**config.mk**
```make
export PLATFORM = sky130hd
export DESIGN_NAME = bp_cce_hybrid_req_dispatch
export DESIGN_NICKNAME = d
export VERILOG_FILES = /design/src/rtl/bp_cce_hybrid_req_dispatch_pkg.sv /design/src/rtl/bp_cce_hybrid_credit_counter.sv /design/src/rtl/bp_cce_hybrid_req_dispatch.sv
export SDC_FILE = /design/constraint.sdc
export NUM_CORES = 1
export LEC_CHECK = 0
export BUFFER_PORTS_ARGS = -buffer_cell sky130_fd_sc_hd__buf_2
export CORE_AREA = 2 2 161 163
export DETAILED_ROUTE_END_ITERATION = 10
export DIE_AREA = 0 0 163 165
export PLACE_DENSITY_LB_ADDON = 0.1
export SYNTH_ARGS = -nofsm -noshare
export SYNTH_HDL_FRONTEND = slang
export SYNTH_SLANG_ARGS = --single-unit
```
**constraint.sdc**
```tcl
create_clock -name clk_i -period 2.7 [get_ports clk_i]
set_input_delay 0 -clock clk_i [delete_from_list [all_inputs] [get_ports clk_i]]
set_output_delay 0 -clock clk_i [all_outputs]
set_load 0.05 [all_outputs]
```
**src/rtl/bp_cce_hybrid_req_dispatch_pkg.sv**
```systemverilog
// Shared types for the hybrid CCE request dispatch stage.
//   - BedRock LCE request header layout and message type encodings
//   - dispatch FSM state and route enums
//   - bp_cce_req_is_uc(): uncached request-type classifier
//   - safe_clog2(): counter width helper that never returns 0
package bp_cce_hybrid_req_dispatch_pkg;

  localparam int unsigned paddr_width_gp   = 40;
  localparam int unsigned dword_width_gp   = 64;
  localparam int unsigned lce_id_width_gp  = 8;
  localparam int unsigned lce_assoc_gp     = 8;

  typedef enum logic [3:0] {
    e_bedrock_req_rd     = 4'd0,
    e_bedrock_req_wr     = 4'd1,
    e_bedrock_req_uc_rd  = 4'd2,
    e_bedrock_req_uc_wr  = 4'd3,
    e_bedrock_req_uc_amo = 4'd4
  } bp_bedrock_req_type_e;

  typedef struct packed {
    logic [lce_id_width_gp-1:0]      lce_id;
    logic [$clog2(lce_assoc_gp)-1:0] lru_way_id;
    logic                            non_exclusive;
    logic [3:0]                      pad;
  } bp_bedrock_req_payload_s;

  typedef struct packed {
    bp_bedrock_req_type_e        msg_type;
    logic [3:0]                  subop;
    logic [paddr_width_gp-1:0]   addr;
    logic [2:0]                  size;
    bp_bedrock_req_payload_s     payload;
  } bp_bedrock_req_header_s;

  localparam int unsigned lce_req_msg_header_width_lp = $bits(bp_bedrock_req_header_s);

  typedef enum logic {
    e_ready = 1'b0,
    e_data  = 1'b1
  } dispatch_state_e;

  typedef enum logic {
    e_route_coh = 1'b0,
    e_route_uc  = 1'b1
  } route_e;

  function automatic logic bp_cce_req_is_uc(bp_bedrock_req_type_e msg_type);
    return (msg_type == e_bedrock_req_uc_rd) || (msg_type == e_bedrock_req_uc_wr)
        || (msg_type == e_bedrock_req_uc_amo);
  endfunction

  function automatic int unsigned safe_clog2(int unsigned x);
    return (x <= 1) ? 1 : $clog2(x);
  endfunction

endpackage

```
**src/rtl/bp_cce_hybrid_credit_counter.sv**
```systemverilog
// Up/down saturating credit counter, resets to max_val_p (all credits available).
// Ports:
//   clk_i, reset_n_i : clock, asynchronous active-low reset
//   up_i             : return one credit (saturates at max_val_p)
//   down_i           : consume one credit (saturates at 0)
//   count_o          : credits currently available
//   full_o / empty_o : count_o == max_val_p / count_o == 0
module bp_cce_hybrid_credit_counter
  import bp_cce_hybrid_req_dispatch_pkg::*;
#(
  parameter int unsigned max_val_p = 4,
  parameter int unsigned width_p   = safe_clog2(max_val_p + 1)
) (
  input  logic               clk_i,
  input  logic               reset_n_i,
  input  logic               up_i,
  input  logic               down_i,
  output logic [width_p-1:0] count_o,
  output logic               full_o,
  output logic               empty_o
);

  localparam logic [width_p-1:0] MaxVal = width_p'(max_val_p);

  logic [width_p-1:0] count_q, count_d;

  assign full_o  = (count_q == MaxVal);
  assign empty_o = (count_q == '0);
  assign count_o = count_q;

  always_comb begin
    count_d = count_q;
    // Simultaneous up and down cancel out.
    if (up_i && !down_i && !full_o) begin
      count_d = count_q + 1'b1;
    end else if (down_i && !up_i && !empty_o) begin
      count_d = count_q - 1'b1;
    end
  end

  always_ff @(posedge clk_i or negedge reset_n_i) begin
    if (!reset_n_i) begin
      count_q <= MaxVal;
    end else begin
      count_q <= count_d;
    end
  end

endmodule

```
**src/rtl/bp_cce_hybrid_req_dispatch.sv**
```systemverilog
// Hybrid CCE request dispatch: routes whole LCE request bursts (header + optional data
// beats) to either the uncached/IO handler (uc_*) or the coherent pipeline (coh_*).
// Zero-latency passthrough; only the route, FSM state, error flag and UC credits are stored.
// Ports:
//   clk_i, reset_n_i             : clock, asynchronous active-low reset
//   lce_req_*                    : input burst (header/has_data, data/last, ready-and handshakes)
//   uc_* / coh_*                 : output bursts, same layout as the input
//   uc_done_i                    : UC handler retired a message, returns one credit
//   error_o                      : sticky; cached-type request seen to a non-cacheable address
//   idle_o                       : no burst in flight and every UC credit returned
//   stats_o                      : {stall_cycles, coh_msgs, uc_msgs}, only with
//                                  BP_CCE_HYBRID_DISPATCH_STATS_EN defined
module bp_cce_hybrid_req_dispatch
  import bp_cce_hybrid_req_dispatch_pkg::*;
#(
  parameter int unsigned                  lce_data_width_p = dword_width_gp,
  parameter logic [paddr_width_gp-1:0]    cacheable_base_p = 40'h00_8000_0000,
  parameter int unsigned                  uc_credits_p     = 4
) (
  input  logic                                   clk_i,
  input  logic                                   reset_n_i,

  input  logic [lce_req_msg_header_width_lp-1:0] lce_req_header_i,
  input  logic                                   lce_req_header_v_i,
  output logic                                   lce_req_header_ready_and_o,
  input  logic                                   lce_req_has_data_i,
  input  logic [lce_data_width_p-1:0]            lce_req_data_i,
  input  logic                                   lce_req_data_v_i,
  output logic                                   lce_req_data_ready_and_o,
  input  logic                                   lce_req_last_i,

  output logic [lce_req_msg_header_width_lp-1:0] uc_header_o,
  output logic                                   uc_header_v_o,
  input  logic                                   uc_header_ready_and_i,
  output logic                                   uc_has_data_o,
  output logic [lce_data_width_p-1:0]            uc_data_o,
  output logic                                   uc_data_v_o,
  input  logic                                   uc_data_ready_and_i,
  output logic                                   uc_last_o,

  output logic [lce_req_msg_header_width_lp-1:0] coh_header_o,
  output logic                                   coh_header_v_o,
  input  logic                                   coh_header_ready_and_i,
  output logic                                   coh_has_data_o,
  output logic [lce_data_width_p-1:0]            coh_data_o,
  output logic                                   coh_data_v_o,
  input  logic                                   coh_data_ready_and_i,
  output logic                                   coh_last_o,

  input  logic                                   uc_done_i,
  output logic                                   error_o,
  output logic                                   idle_o
`ifdef BP_CCE_HYBRID_DISPATCH_STATS_EN
  ,
  output logic [95:0]                            stats_o
`endif
);

  localparam int unsigned CreditWidth = safe_clog2(uc_credits_p + 1);

  dispatch_state_e        state_q;
  route_e                 route_q;
  logic                   error_q;

  bp_bedrock_req_header_s hdr;
  logic                   is_uc_type, noncacheable, to_uc, misroute;
  logic                   hdr_hs, data_hs, credit_dec;
  logic                   credit_ok, credits_full, credits_empty;
  logic [CreditWidth-1:0] credits;

  assign hdr          = bp_bedrock_req_header_s'(lce_req_header_i);
  assign is_uc_type   = bp_cce_req_is_uc(hdr.msg_type);
  assign noncacheable = (hdr.addr < cacheable_base_p);
  assign to_uc        = is_uc_type | noncacheable;
  assign misroute     = ~is_uc_type & noncacheable;

  // Only msg_type and addr steer routing; the rest passes through untouched.
  logic unused_hdr_fields;
  assign unused_hdr_fields = ^{hdr.subop, hdr.size, hdr.payload};

  assign credit_ok  = ~credits_empty;
  assign hdr_hs     = lce_req_header_v_i & lce_req_header_ready_and_o;
  assign data_hs    = lce_req_data_v_i & lce_req_data_ready_and_o;
  assign credit_dec = hdr_hs & to_uc;

  bp_cce_hybrid_credit_counter #(
    .max_val_p (uc_credits_p),
    .width_p   (CreditWidth)
  ) u_credits (
    .clk_i     (clk_i),
    .reset_n_i (reset_n_i),
    .up_i      (uc_done_i),
    .down_i    (credit_dec),
    .count_o   (credits),
    .full_o    (credits_full),
    .empty_o   (credits_empty)
  );

  // Steering; everything is forced to zero while reset is asserted so downstream
  // sees a quiet interface even mid-burst.
  always_comb begin
    lce_req_header_ready_and_o = 1'b0;
    lce_req_data_ready_and_o   = 1'b0;
    uc_header_o    = '0;
    uc_header_v_o  = 1'b0;
    uc_has_data_o  = 1'b0;
    uc_data_o      = '0;
    uc_data_v_o    = 1'b0;
    uc_last_o      = 1'b0;
    coh_header_o   = '0;
    coh_header_v_o = 1'b0;
    coh_has_data_o = 1'b0;
    coh_data_o     = '0;
    coh_data_v_o   = 1'b0;
    coh_last_o     = 1'b0;
    if (reset_n_i) begin
      unique case (state_q)
        e_ready: begin
          if (to_uc) begin
            uc_header_o                = lce_req_header_i;
            uc_has_data_o              = lce_req_has_data_i;
            uc_header_v_o              = lce_req_header_v_i & credit_ok;
            lce_req_header_ready_and_o = uc_header_ready_and_i & credit_ok;
          end else begin
            coh_header_o               = lce_req_header_i;
            coh_has_data_o             = lce_req_has_data_i;
            coh_header_v_o             = lce_req_header_v_i;
            lce_req_header_ready_and_o = coh_header_ready_and_i;
          end
        end
        e_data: begin
          if (route_q == e_route_uc) begin
            uc_data_o                = lce_req_data_i;
            uc_data_v_o              = lce_req_data_v_i;
            uc_last_o                = lce_req_last_i;
            lce_req_data_ready_and_o = uc_data_ready_and_i;
          end else begin
            coh_data_o               = lce_req_data_i;
            coh_data_v_o             = lce_req_data_v_i;
            coh_last_o               = lce_req_last_i;
            lce_req_data_ready_and_o = coh_data_ready_and_i;
          end
        end
        default: ;
      endcase
    end
  end

  always_ff @(posedge clk_i or negedge reset_n_i) begin
    if (!reset_n_i) begin
      state_q <= e_ready;
      route_q <= e_route_coh;
      error_q <= 1'b0;
    end else begin
      unique case (state_q)
        e_ready: begin
          if (hdr_hs) begin
            route_q <= to_uc ? e_route_uc : e_route_coh;
            if (misroute) error_q <= 1'b1;
            if (lce_req_has_data_i) state_q <= e_data;
          end
        end
        e_data: begin
          if (data_hs && lce_req_last_i) state_q <= e_ready;
        end
        default: state_q <= e_ready;
      endcase
    end
  end

  assign error_o = error_q;
  assign idle_o  = reset_n_i & (state_q == e_ready) & credits_full;

  // A credit returned while none are outstanding means the UC handler and this
  // stage disagree about what is in flight.
  credit_overflow_a : assert property (@(posedge clk_i) disable iff (!reset_n_i)
    !(uc_done_i && credits_full && !credit_dec));

`ifdef BP_CCE_HYBRID_DISPATCH_STATS_EN
  logic [31:0] uc_msgs_q, coh_msgs_q, stall_q;
  logic        stall;

  assign stall = (state_q == e_ready) & lce_req_header_v_i & to_uc & credits_empty;

  always_ff @(posedge clk_i or negedge reset_n_i) begin
    if (!reset_n_i) begin
      uc_msgs_q  <= '0;
      coh_msgs_q <= '0;
      stall_q    <= '0;
    end else begin
      if (hdr_hs && to_uc)  uc_msgs_q  <= uc_msgs_q + 32'd1;
      if (hdr_hs && !to_uc) coh_msgs_q <= coh_msgs_q + 32'd1;
      if (stall)            stall_q    <= stall_q + 32'd1;
    end
  end

  assign stats_o = {stall_q, coh_msgs_q, uc_msgs_q};
`endif

endmodule

```
# --- After elaboration in Yosys (flattened, before gate mapping) ---
# Cells that the tools add are included.
word_totals:
  regBits: 6
  in_bits: 142
  out_inout_bits: 274
  wordCells: 87
op_classes:
  add_sub_neg: 2
  magnitude_cmp: 1
  eq_ne: 4
  muxes: 49
  n_bitwise: 12
  reduce_logical: 15
op_table:
  columns: ["op", "count"]
  rows:
  - ["67-bit 2-to-1 mux", 6]
  - ["64-bit 2-to-1 mux", 6]
  - ["40-bit by 32-bit < comparator with 1-bit output, second input constant", 1]
  - ["1-bit 2-to-1 mux", 34]
  - ["1-bit bitwise AND", 8]
  - ["4-bit by 2-bit equality test with 1-bit output, second input constant", 2]
  - ["3-bit 2-to-1 mux", 2]
  - ["1-bit logical AND", 5]
  - ["4-bit by 3-bit equality test with 1-bit output, second input constant", 1]
  - ["1-bit logical NOT", 4]
  - ["3-bit by 1-bit adder with 3-bit output, second input constant", 1]
  - ["3-bit equality test, second input constant", 1]
  - ["3-bit logical NOT", 1]
  - ["1-bit NOT", 3]
  - ["3-bit AND reduction", 1]
  - ["3-bit by 1-bit subtractor with 3-bit output, second input constant", 1]
  - ["1-bit logical OR", 2]
  - ["1-bit case mux with 2 select lines", 1]
  - ["2-bit AND reduction", 1]
  - ["2-bit nonzero test", 1]
  - ["1-bit OR", 1]

# --- Logic depth before layout (Yosys ltp) ---
# Gate-level depths: netlist of the first run.
logic_depth:
  depth_word: 13
  depth_mapped: 10
  depth_no_buf: 9

# --- Modules after synthesis ---
# A second synthesis of the first run with hierarchy kept.
unflattened:
  cells_unflattened: 423
  area_unflattened_um2: 2338.5
by_module_without_submodules:
  columns: ["mod", "instances", "cells_per_inst", "area_per_inst_um2", "seq_area_each_um2"]
  rows:
  - ["bp_cce_hybrid_req_dispatch", 1, 401, 2109.5, 75.1]
  - ["bp_cce_hybrid_credit_counter", 1, 22, 229.0, 76.3]

# --- Worst setup path before layout of the first run ---
# Ideal clock, no wire load.
synth_path:
  kind: "flip-flop to flip-flop"
  from: "register u_credits.count_q[1] (netlist: u_credits.count_o[1])"
  to: "register u_credits.count_q[2] (netlist: u_credits.count_o[2])"
  setup_time_ns: 0.085
  t_arrival_ns: 2.001
  required_time_ns: 2.615
  setup_slack_ns: 0.614
  path_stages_with_launch: 10
  path_buffers: 0
  synth_period_minus_slack_ns: 2.086
  cell_sequence: "dfrtp_1 o31a_1 nand3_1 a21oi_4 nor2_1 nand2_1 fa_1 or3_1 mux2i_1 a31oi_1"
synth_between:
  elab_chain_len: 12
  elab_cells_between_ends: 21
  classes_between: "add/sub (2); eq/ne (1); mux (5); bitwise (4); reduce/logical (9)"
synth_lines:
  columns: ["element", "line_no", "text"]
  rows:
  - ["from (decl)", "bp_cce_hybrid_credit_counter.sv:25", "logic [width_p-1:0] count_q, count_d;"]
  - ["from (signal assigned)", "bp_cce_hybrid_credit_counter.sv:43", "count_q <= MaxVal;"]
  - ["from (signal assigned)", "bp_cce_hybrid_credit_counter.sv:45", "count_q <= count_d;"]
  - ["3-bit logical NOT", "bp_cce_hybrid_credit_counter.sv:28", "assign empty_o = (count_q == '0);"]
  - ["1-bit NOT", "bp_cce_hybrid_req_dispatch.sv:81", "assign credit_ok = ~credits_empty;"]
  - ["1-bit bitwise AND", "bp_cce_hybrid_req_dispatch.sv:123", "lce_req_header_ready_and_o = uc_header_ready_and_i & credit_ok;"]
  - ["1-bit 2-to-1 mux", "bp_cce_hybrid_req_dispatch.sv:119", "if (to_uc) begin"]
  - ["1-bit 2-to-1 mux", "bp_cce_hybrid_req_dispatch.sv:117", "unique case (state_q)"]
  - ["1-bit 2-to-1 mux", "bp_cce_hybrid_req_dispatch.sv:116", "if (reset_n_i) begin"]
  - ["1-bit bitwise AND", "bp_cce_hybrid_req_dispatch.sv:82", "assign hdr_hs = lce_req_header_v_i & lce_req_header_ready_and_o;"]
  - ["1-bit bitwise AND", "bp_cce_hybrid_req_dispatch.sv:84", "assign credit_dec = hdr_hs & to_uc;"]
  - ["1-bit logical NOT", "bp_cce_hybrid_credit_counter.sv:34", "if (up_i && !down_i && !full_o) begin"]
  - ["1-bit logical AND (2 in series)", "bp_cce_hybrid_credit_counter.sv:34", null]
  - ["3-bit 2-to-1 mux or 2-bit nonzero test (tied branches)", null, null]
# Several ways; a longest one is shown, not always the timed one. The select of a mux whose other input is x is not followed.
# A chain may end at the register's enable or synchronous reset.

# --- Worst setup path in the final report of the first run ---
layout_path:
  from: "input reset_n_i"
  to: "output coh_header_o[42]"
layout_between:
  elab_chain_len: 1
layout_lines:
  columns: ["element", "line_no", "text"]
  rows:
  - ["from (decl)", "bp_cce_hybrid_req_dispatch.sv:21", "input logic reset_n_i,"]
  - ["67-bit 2-to-1 mux", "bp_cce_hybrid_req_dispatch.sv:116", null]
  - ["to (decl)", "bp_cce_hybrid_req_dispatch.sv:41", "output logic [lce_req_msg_header_width_lp-1:0] coh_header_o,"]
# No other way between the ends.

==> results.toml, run 1 <==
[cells_and_area]
antennaDiodeCount = 0
layout.nets = 957
area_growth_syn_to_layout_pct = 104.0
stdcell_area_um2 = 4870
final_cell_mix = "415 x buf_2, 133 x and2_1, 114 x nor2_1"
final_common_cell = "buf_2"
drive_gt1_share_pct = 54.49
utilization_pct = 19.45

[logic_synthesis]
ys_ff_latch = 6
synth_largest_area_cell = "and2_1"
synth_warnings = 0
netlist_instances = 421
ys_types = 42
syn-cell-area_um2 = 2387
yosys-top-cells-area = "and2_1 35%, nor2_1 18%, nand2_1 9.4%, and3_1 7.9%, dfrtp_1 5.2%"
synth_area_per_cell_um2 = 5.671
ys_seq_area_share_pct = 6.342
synth_top_cell_area_share_pct = 34.85
syn_nets = 564

[clock_network]
cts_tree = "done"
htreeDepth = 1
path_clk_slew_ps = 40
numCtsBuffers = 3
clk_latency_ps = 230
cts_setup_buffers = 0
cts_resized = 0
cts.sinks = 6
cts_root_buf = "clkbuf_16"
cts.path.max_buffers = 2

[floorplan]
die_h_um = 165
rows = 58
initial_core_util_pct = 9.535
io_pins = 416
dieWidth_um = 163
dieArea_um2 = 26900
core-area_um2 = 25040

[worst_setup_path]
cp-endpoint = "coh_header_o[42]"
cp_data_arrival_time_ps = 2320
r2r_slack_ps = 490
worst_ep_required_time_ps = 2700
crit_path_end_kind = "output port"
crit_type = "input port to output port"
path_max_fanout = 87
rr_worst_depth = 9
reg2reg_from = "u_credits.count_o[1]$_DFFE_PN0P_"
r2r_end = "u_credits.count_o[2]$_DFFE_PN1P_"
worstSetupStartpointType = "input port"
startpoint = "reset_n_i"

[detailed_routing]
wl_um = 16690
wl_met2_um = 9334
drt.antenna.violating_nets = 0
wl_met1_um = 5808
via_per_inst = 3.599
drc_errors = 0
wl_per_cell_um = 14.60
first_pass_iters = 4
first_iter_violations = 113
wl_met3_um = 1503
vias = 4114
routed.top_layer = "met4"

[global_routing]
grt_pass1_vias = 3685
grt_max_degree = 88
grt_pass1_wl_um = 22470
antenna_found_initial = 1
grt-ovfl-total = 0
track_usage_pct = 10.94

[timing]
grt_setup_unrepaired = "false"
finalClockSkew_ps = 1.492
drv_slew = 0
fmax_ghz = 0.4306
finalCritPeriodShare_pct = 86.02
hold_viol_final = 0
post-route-min-period_ps = 2323
final.setup.tns_ps = 0
finalSetupViolCount = 0
worst_pin_slew_ps = 865.1
max_slew_margin_pct = 42.33

[power]
p_leak_nw = 3.209
irDropWorstVdd_uv = 303.5
p_per_area_nw_per_um2 = 691.0

[hold_path]
hp-class = "input port to flip-flop"

[placement]
io_buffers = 415
place_area_um2 = 4781
dp.final_hpwl_um = 14000
finalWeightedCongestion = 0.7370

[job]
maxCapViolations = 0

[status]
status = "finished clean"
==> cell usage after synthesis <==
cell type and count:
a21oi_1 1, a21oi_4 1, a22o_1 1, a22oi_2 1, a31oi_1 2, a41o_1 2
a41oi_1 1, and2_1 133, and2_4 1, and3_1 30, buf_1 2, buf_2 10
buf_6 6, clkbuf_1 20, dfrtp_1 5, dfstp_2 1, fa_1 1, inv_1 3
mux2_2 1, mux2_4 1, mux2i_1 1, nand2_1 60, nand2_4 1, nand3_1 1
nand3_4 1, nand3b_1 1, nor2_1 115, nor2b_1 2, nor3_1 3, nor3b_2 1
nor4_4 1, o2111ai_1 1, o21a_1 1, o21ai_0 1, o21ba_2 1, o21bai_4 1
o221ai_1 1, o22ai_1 1, o31a_1 1, o31ai_1 1, or3_1 1, xnor2_1 1
==> final cells by class <==
class	count	area [µm²]
tap	330	412.9
clock buffer	4	78.83
sequential	6	151.4
multi-input combinational	374	2041
timing repair buffer	426	2175
inverter	3	11.26
fill	2941	20170
==> worst max-delay path, cell delays in order <==
cell           delay [ps]
dlygate4sd3_1         520
buf_2                 230
nor2b_4               190
buf_4                 670
nand2_1               160
nor2_1                200
buf_2                 300
==> through the flow <==
step	instances	worst slack (ps)	hold slack [ps]	total power [mW]
global placement	1138	496.9	-132.3	3.188
detailed placement	1138	503.6	-137.6	3.145
finish	1143	377.5	16.35	3.365
global route	1143	191.0	23.69	3.569
floorplan	421	614.4	-295.6	2.402
CTS	1143	343.6	19.78	3.417
==> layer usage <==
metal | track usage [%] | vias to the layer above
met2 | 23.15 | 250
li1 | - | 2094
met4 | 0.4827 | 0
met3 | 2.762 | 4
met5 | 0 | -
met1 | 11.07 | 1766
==> kinds of logic after synthesis <==
kind of cell / after synthesis / share of synthesized area [%]
simple gates: 351 / 75.16
buf+inv: 41 / 8.857
compound gates: 18 / 6.919
flops: 6 / 6.342
mux: 3 / 1.520
xor+xnor: 1 / 0.3669
fa+ha+maj: 1 / 0.8386
==> registers in the layout, indices dropped and copies added (netlist names) <==
name               cells
u_credits.count_o      3
error_o                1
state_q                1
route_q                1
==> power by group <==
part	total [mW]	switching, mW	internal, mW
clock	0.253	0.0563	0.197
combinational	2.93	2.25	0.676
sequential	0.186	0.0530	0.133
total	3.36	2.36	1.01
==> worst min-delay path by stage <==
stage                            from                  end  slack [ps]  cells past startpoint
2_1_floorplan               reset_n_i  error_o$_DFFE_PN0P_        -300                      0
3_5_place_dp                reset_n_i  route_q$_DFFE_PN0P_        -140                      1
5_1_grt        coh_header_ready_and_i  route_q$_DFFE_PN0P_          20                      2
4_1_cts        coh_header_ready_and_i  route_q$_DFFE_PN0P_          20                      2
3_3_place_gp                reset_n_i  route_q$_DFFE_PN0P_        -130                      1
6_report       coh_header_ready_and_i  route_q$_DFFE_PN0P_          20                      2
==> timing repair <==
| item | in CTS | in global routing |
|---|---|---|
| hold buffers | 1 | 0 |
| setup endpoints to repair | 0 | 0 |
| endpoints found under the hold margin | 6 | 0 |
Note: power is estimated with default switching activity, not from simulation.
==> inputs of run 2 (changes only) <==
Settings changed: CORE_AREA 2 2 161 163 to 2 2 160 162, DIE_AREA 0 0 163 165 to 0 0 162 164.
Clock period 2.7 ns to 2.9 ns, I/O delays scaled along.
==> results.toml, run 2 (synthesis results as in run 1) <==
[timing]
worst_pin_slew_ps = 869.4
finalCritPeriodShare_pct = 77.42
hold_viol_final = 0
post-route-min-period_ps = 2245
finalClockSkew_ps = 0.7757
finalSetupViolCount = 0
fmax_ghz = 0.4454
max_slew_margin_pct = 42.04
grt_setup_unrepaired = "false"
fin_ws_ps = 654.8
final.setup.tns_ps = 0
drv_slew = 0

[clock_network]
cts_setup_buffers = 0
cts_root_buf = "clkbuf_16"
htreeDepth = 1
cts.sinks = 6
cts_resized = 0
clk_latency_ps = 230
path_clk_slew_ps = 30
numCtsBuffers = 3
cts.path.max_buffers = 2
cts_tree = "done"

[floorplan]
io_pins = 416
rows = 58
initial_core_util_pct = 9.619
core-area_um2 = 24820
dieWidth_um = 162
dieArea_um2 = 26570
die_h_um = 164

[global_routing]
grt-ovfl-total = 0
antenna_found_initial = 0
grt_pass1_wl_um = 21900
track_usage_pct = 10.60
grt_max_degree = 88
grt_pass1_vias = 3792

[cells_and_area]
final_cell_mix = "415 x buf_2, 133 x and2_1, 114 x nor2_1"
multi_input_area_um2 = 2041
fillers = 2967
seqCellArea_um2 = 151.4
layout.nets = 956
final_common_cell = "buf_2"
drive_gt1_share_pct = 54.43
largest_register_ffs = 3
area_growth_syn_to_layout_pct = 103.7
utilization_pct = 19.59
antennaDiodeCount = 0

[worst_setup_path]
worstSetupStartpointType = "input port"
startpoint = "reset_n_i"
crit_path_end_kind = "output port"
r2r_end = "u_credits.count_o[2]$_DFFE_PN1P_"
crit_type = "input port to output port"
worst_ep_required_time_ps = 2900
rr_worst_depth = 9
cp_data_arrival_time_ps = 2250
reg2reg_from = "u_credits.count_o[0]$_DFFE_PN0P_"
r2r_slack_ps = 670
path_max_fanout = 87
cp-endpoint = "coh_header_o[13]"

[hold_path]
hp-class = "input port to flip-flop"

[detailed_routing]
wl_per_cell_um = 13.79
via_per_inst = 3.653
first_iter_violations = 97
first_pass_iters = 4
drc_errors = 0
vias = 4172
drt.antenna.violating_nets = 0
wl_um = 15750

[power]
irDropWorstVdd_uv = 263.6
p_per_area_nw_per_um2 = 640.6
p_leak_nw = 3.201
p_total_mw = 3.115

[status]
status = "finished clean"

[placement]
place_ws_ps = 655.3
dp.final_hpwl_um = 13310
finalWeightedCongestion = 0.7205
io_buffers = 415

[job]
maxCapViolations = 0
-- run 2: cell types whose count changed in the layout (fill, tap and decap cells not counted) --
cell	previous run	this run
buf_4	9	8
-- run 2: cell type report --
class                      instances  area share [%]
tap                              330           8.492
inverter                           3          0.2316
clock buffer                       4           1.621
multi-input combinational        374           41.97
sequential                         6           3.114
timing repair buffer             425           44.57
-- run 2: where the power goes --
part / total (mW) / internal (mW) / switching, mW
Clock: 0.234 / 0.183 / 0.0516
Combinational: 2.70 / 0.625 / 2.07
Sequential: 0.184 / 0.123 / 0.0609
Total: 3.11 / 0.931 / 2.18
-- run 2: per-layer routing --
layer | GRT usage (%) | vias to the layer above | part of all wire, %
met1 | 10.58 | 1830 | 36
li1 | - | 2100 | -
met3 | 2.374 | 5 | 8.6
met4 | 1.327 | 0 | 0.44
met2 | 22.46 | 237 | 55
met5 | 0 | - | 0
-- run 2: how the worst min path moves through the flow --
stage          cells past startpoint                  end                   start  slack, ps
5_1_grt                            2  route_q$_DFFE_PN0P_  coh_header_ready_and_i         50
4_1_cts                            2  route_q$_DFFE_PN0P_  coh_header_ready_and_i         40
2_1_floorplan                      0  error_o$_DFFE_PN0P_               reset_n_i       -300
3_5_place_dp                       1  route_q$_DFFE_PN0P_               reset_n_i       -130
3_3_place_gp                       1  route_q$_DFFE_PN0P_               reset_n_i       -130
6_report                           2  route_q$_DFFE_PN0P_  coh_header_ready_and_i         30
-- run 2: worst max-delay path: stages --
cell and delay (ps):
dlygate4sd3_1 520, buf_2 240, nor2b_4 190, buf_4 620, nand2_1 160, nor2_1 140, buf_2 280
-- run 2: through the flow --
step,std cells,instance area (µm²),hold slack [ps]
detailed placement,1137,4773,-130.4
global route,1142,4862,53.21
global placement,1137,4773,-130.7
finish,1142,4862,29.07
floorplan,421,2387,-295.6
CTS,1142,4862,44.56
-- run 2: repair_timing --
| action | 4_1_cts | 5_1_grt |
|---|---|---|
| endpoints found under the hold margin | 6 | 0 |
| setup endpoints to repair | 0 | 0 |
| hold buffers | 1 | 0 |
==> inputs of run 3 (changes only) <==
Settings changed: CORE_AREA 2 2 160 162 to 2 2 161 163, DIE_AREA 0 0 162 164 to 0 0 163 165.
Clock period 2.9 ns to 2.14 ns, I/O delays scaled along.
==> results.toml, run 3 (synthesis results as in run 1) <==
[detailed_routing]
wl_per_cell_um = 14.47
via_per_inst = 3.633
first_iter_violations = 146
wl_um = 16690
drt.antenna.violating_nets = 0
vias = 4193
first_pass_iters = 4
drc_errors = 0

[clock_network]
clk_latency_ps = 230
htreeDepth = 1
cts_tree = "done"
cts_root_buf = "clkbuf_16"
cts_setup_buffers = 0
cts.sinks = 6
path_clk_slew_ps = 30
cts.path.max_buffers = 2
numCtsBuffers = 3

[floorplan]
dieArea_um2 = 26900
io_pins = 416
die_h_um = 165
dieWidth_um = 163
initial_core_util_pct = 9.535
rows = 58
core-area_um2 = 25040

[cells_and_area]
final_common_cell = "buf_2"
utilization_pct = 20.21
fillers = 2976
drive_gt1_share_pct = 55.58
multi_input_area_um2 = 2058
final_cell_mix = "415 x buf_2, 133 x and2_1, 113 x nor2_1"
area_growth_syn_to_layout_pct = 112.0
largest_register_ffs = 3
antennaDiodeCount = 0
layout.nets = 968
seqCellArea_um2 = 151.4

[worst_setup_path]
startpoint = "u_credits.count_o[2]$_DFFE_PN1P_"
crit_path_end_kind = "flip-flop"
worst_ep_required_time_ps = 2250
worstSetupStartpointType = "flip-flop"
reg2reg_from = "u_credits.count_o[2]$_DFFE_PN1P_"
cpPeakStageDelay_ps = 520
crit_type = "flip-flop to flip-flop"
path_max_fanout = 2
path_delay_family = "flip-flops"
cp_slowest_cell = "dfstp_2"
crit_chain = "o31a_1 > nand3_2 > a21oi_4 > nor2_2 > nand2_1 > fa_1 > mux2_4 > nand2_2 > o21ai_2"
cp_data_arrival_time_ps = 2140
crit_buf_inv = 0

[timing]
finalSetupViolCount = 0
holdWs_ps = 25.89
max_slew_margin_pct = 59.87
post-route-min-period_ps = 2031
final.setup.tns_ps = 0
fin_ws_ps = 108.6
hold_viol_final = 0
fmax_ghz = 0.4923
finalClockSkew_ps = 2.214
drv_slew = 0
finalCritPeriodShare_pct = 94.92
worst_pin_slew_ps = 601.9

[hold_path]
hp-class = "input port to flip-flop"
min-delay-start = "coh_header_ready_and_i"

[global_routing]
antenna_found_initial = 2
grt_max_degree = 88
track_usage_pct = 10.92
grt_pass1_wl_um = 22490
grt-ovfl-total = 0
grt_pass1_vias = 3770

[placement]
dp.final_hpwl_um = 14220
io_buffers = 415
finalWeightedCongestion = 0.7291
place_ws_ps = 50.58

[status]
status = "finished clean"

[power]
irDropWorstVdd_uv = 312.1
p_leak_nw = 3.294
p_total_mw = 4.359
p_per_area_nw_per_um2 = 861.2

[job]
maxCapViolations = 0
==> run 3: layer usage <==
layer  routed length (µm)  vias up  GRT usage (%)  part of all wire, %
met5                    0        -              0                    0
met4                  113        0          1.046                 0.68
met3                 1614        8          3.039                  9.7
met2                 9159      238          22.75                   55
met1                 5806     1831          10.95                   35
li1                     -     2116              -                    -
==> run 3: final cells by class <==
class	instances	share of cell area (%)
clock buffers	4	1.557
inverters	3	0.2225
multi-input cells	374	40.67
flip-flops and latches	6	2.991
well taps	330	8.158
repair buffers	437	46.40
==> run 3: worst paths after layout <==
path	slack [ps]	to	cells past startpoint
min in group asynchronous	230	state_q$_DFF_PN0_	3
max in group asynchronous	1700	u_credits.count_o[2]$_DFFE_PN1P_	3
worst max register to register	110	u_credits.count_o[1]$_DFFE_PN0P_	9
worst min-delay path	30	route_q$_DFFE_PN0P_	2
worst min register to register	480	error_o$_DFFE_PN0P_	1
worst max-delay path	110	u_credits.count_o[1]$_DFFE_PN0P_	9
==> run 3: report_power, final <==
| part | switching (mW) | leakage (nW) | internal [mW] |
|---|---|---|---|
| clock | 0.0678 | 0.0382 | 0.248 |
| sequential | 0.0371 | 0.0728 | 0.167 |
| combinational | 2.89 | 3.18 | 0.946 |
==> run 3: what timing repair did <==
action	4_1_cts	5_1_grt
hold endpoints to repair	6	0
setup endpoints to repair	0	99
gates resized for setup	0	7
hold buffers	1	0
==> run 3: per-stage QoR <==
| step | cell area [µm²] | std cells |
|---|---|---|
| after global placement | 4951 | 1149 |
| after CTS | 5040 | 1154 |
| after floorplan | 2387 | 421 |
| after global routing | 5061 | 1154 |
| final | 5061 | 1154 |
| after detailed placement | 4951 | 1149 |
==> run 3: worst reg2reg max path: stages, from the launching register on <==
cell	delay [ps]
dfstp_2	520
o31a_1	170
nand3_2	120
a21oi_4	140
nor2_2	50
nand2_1	80
fa_1	440
mux2_4	290
nand2_2	70
o21ai_2	50
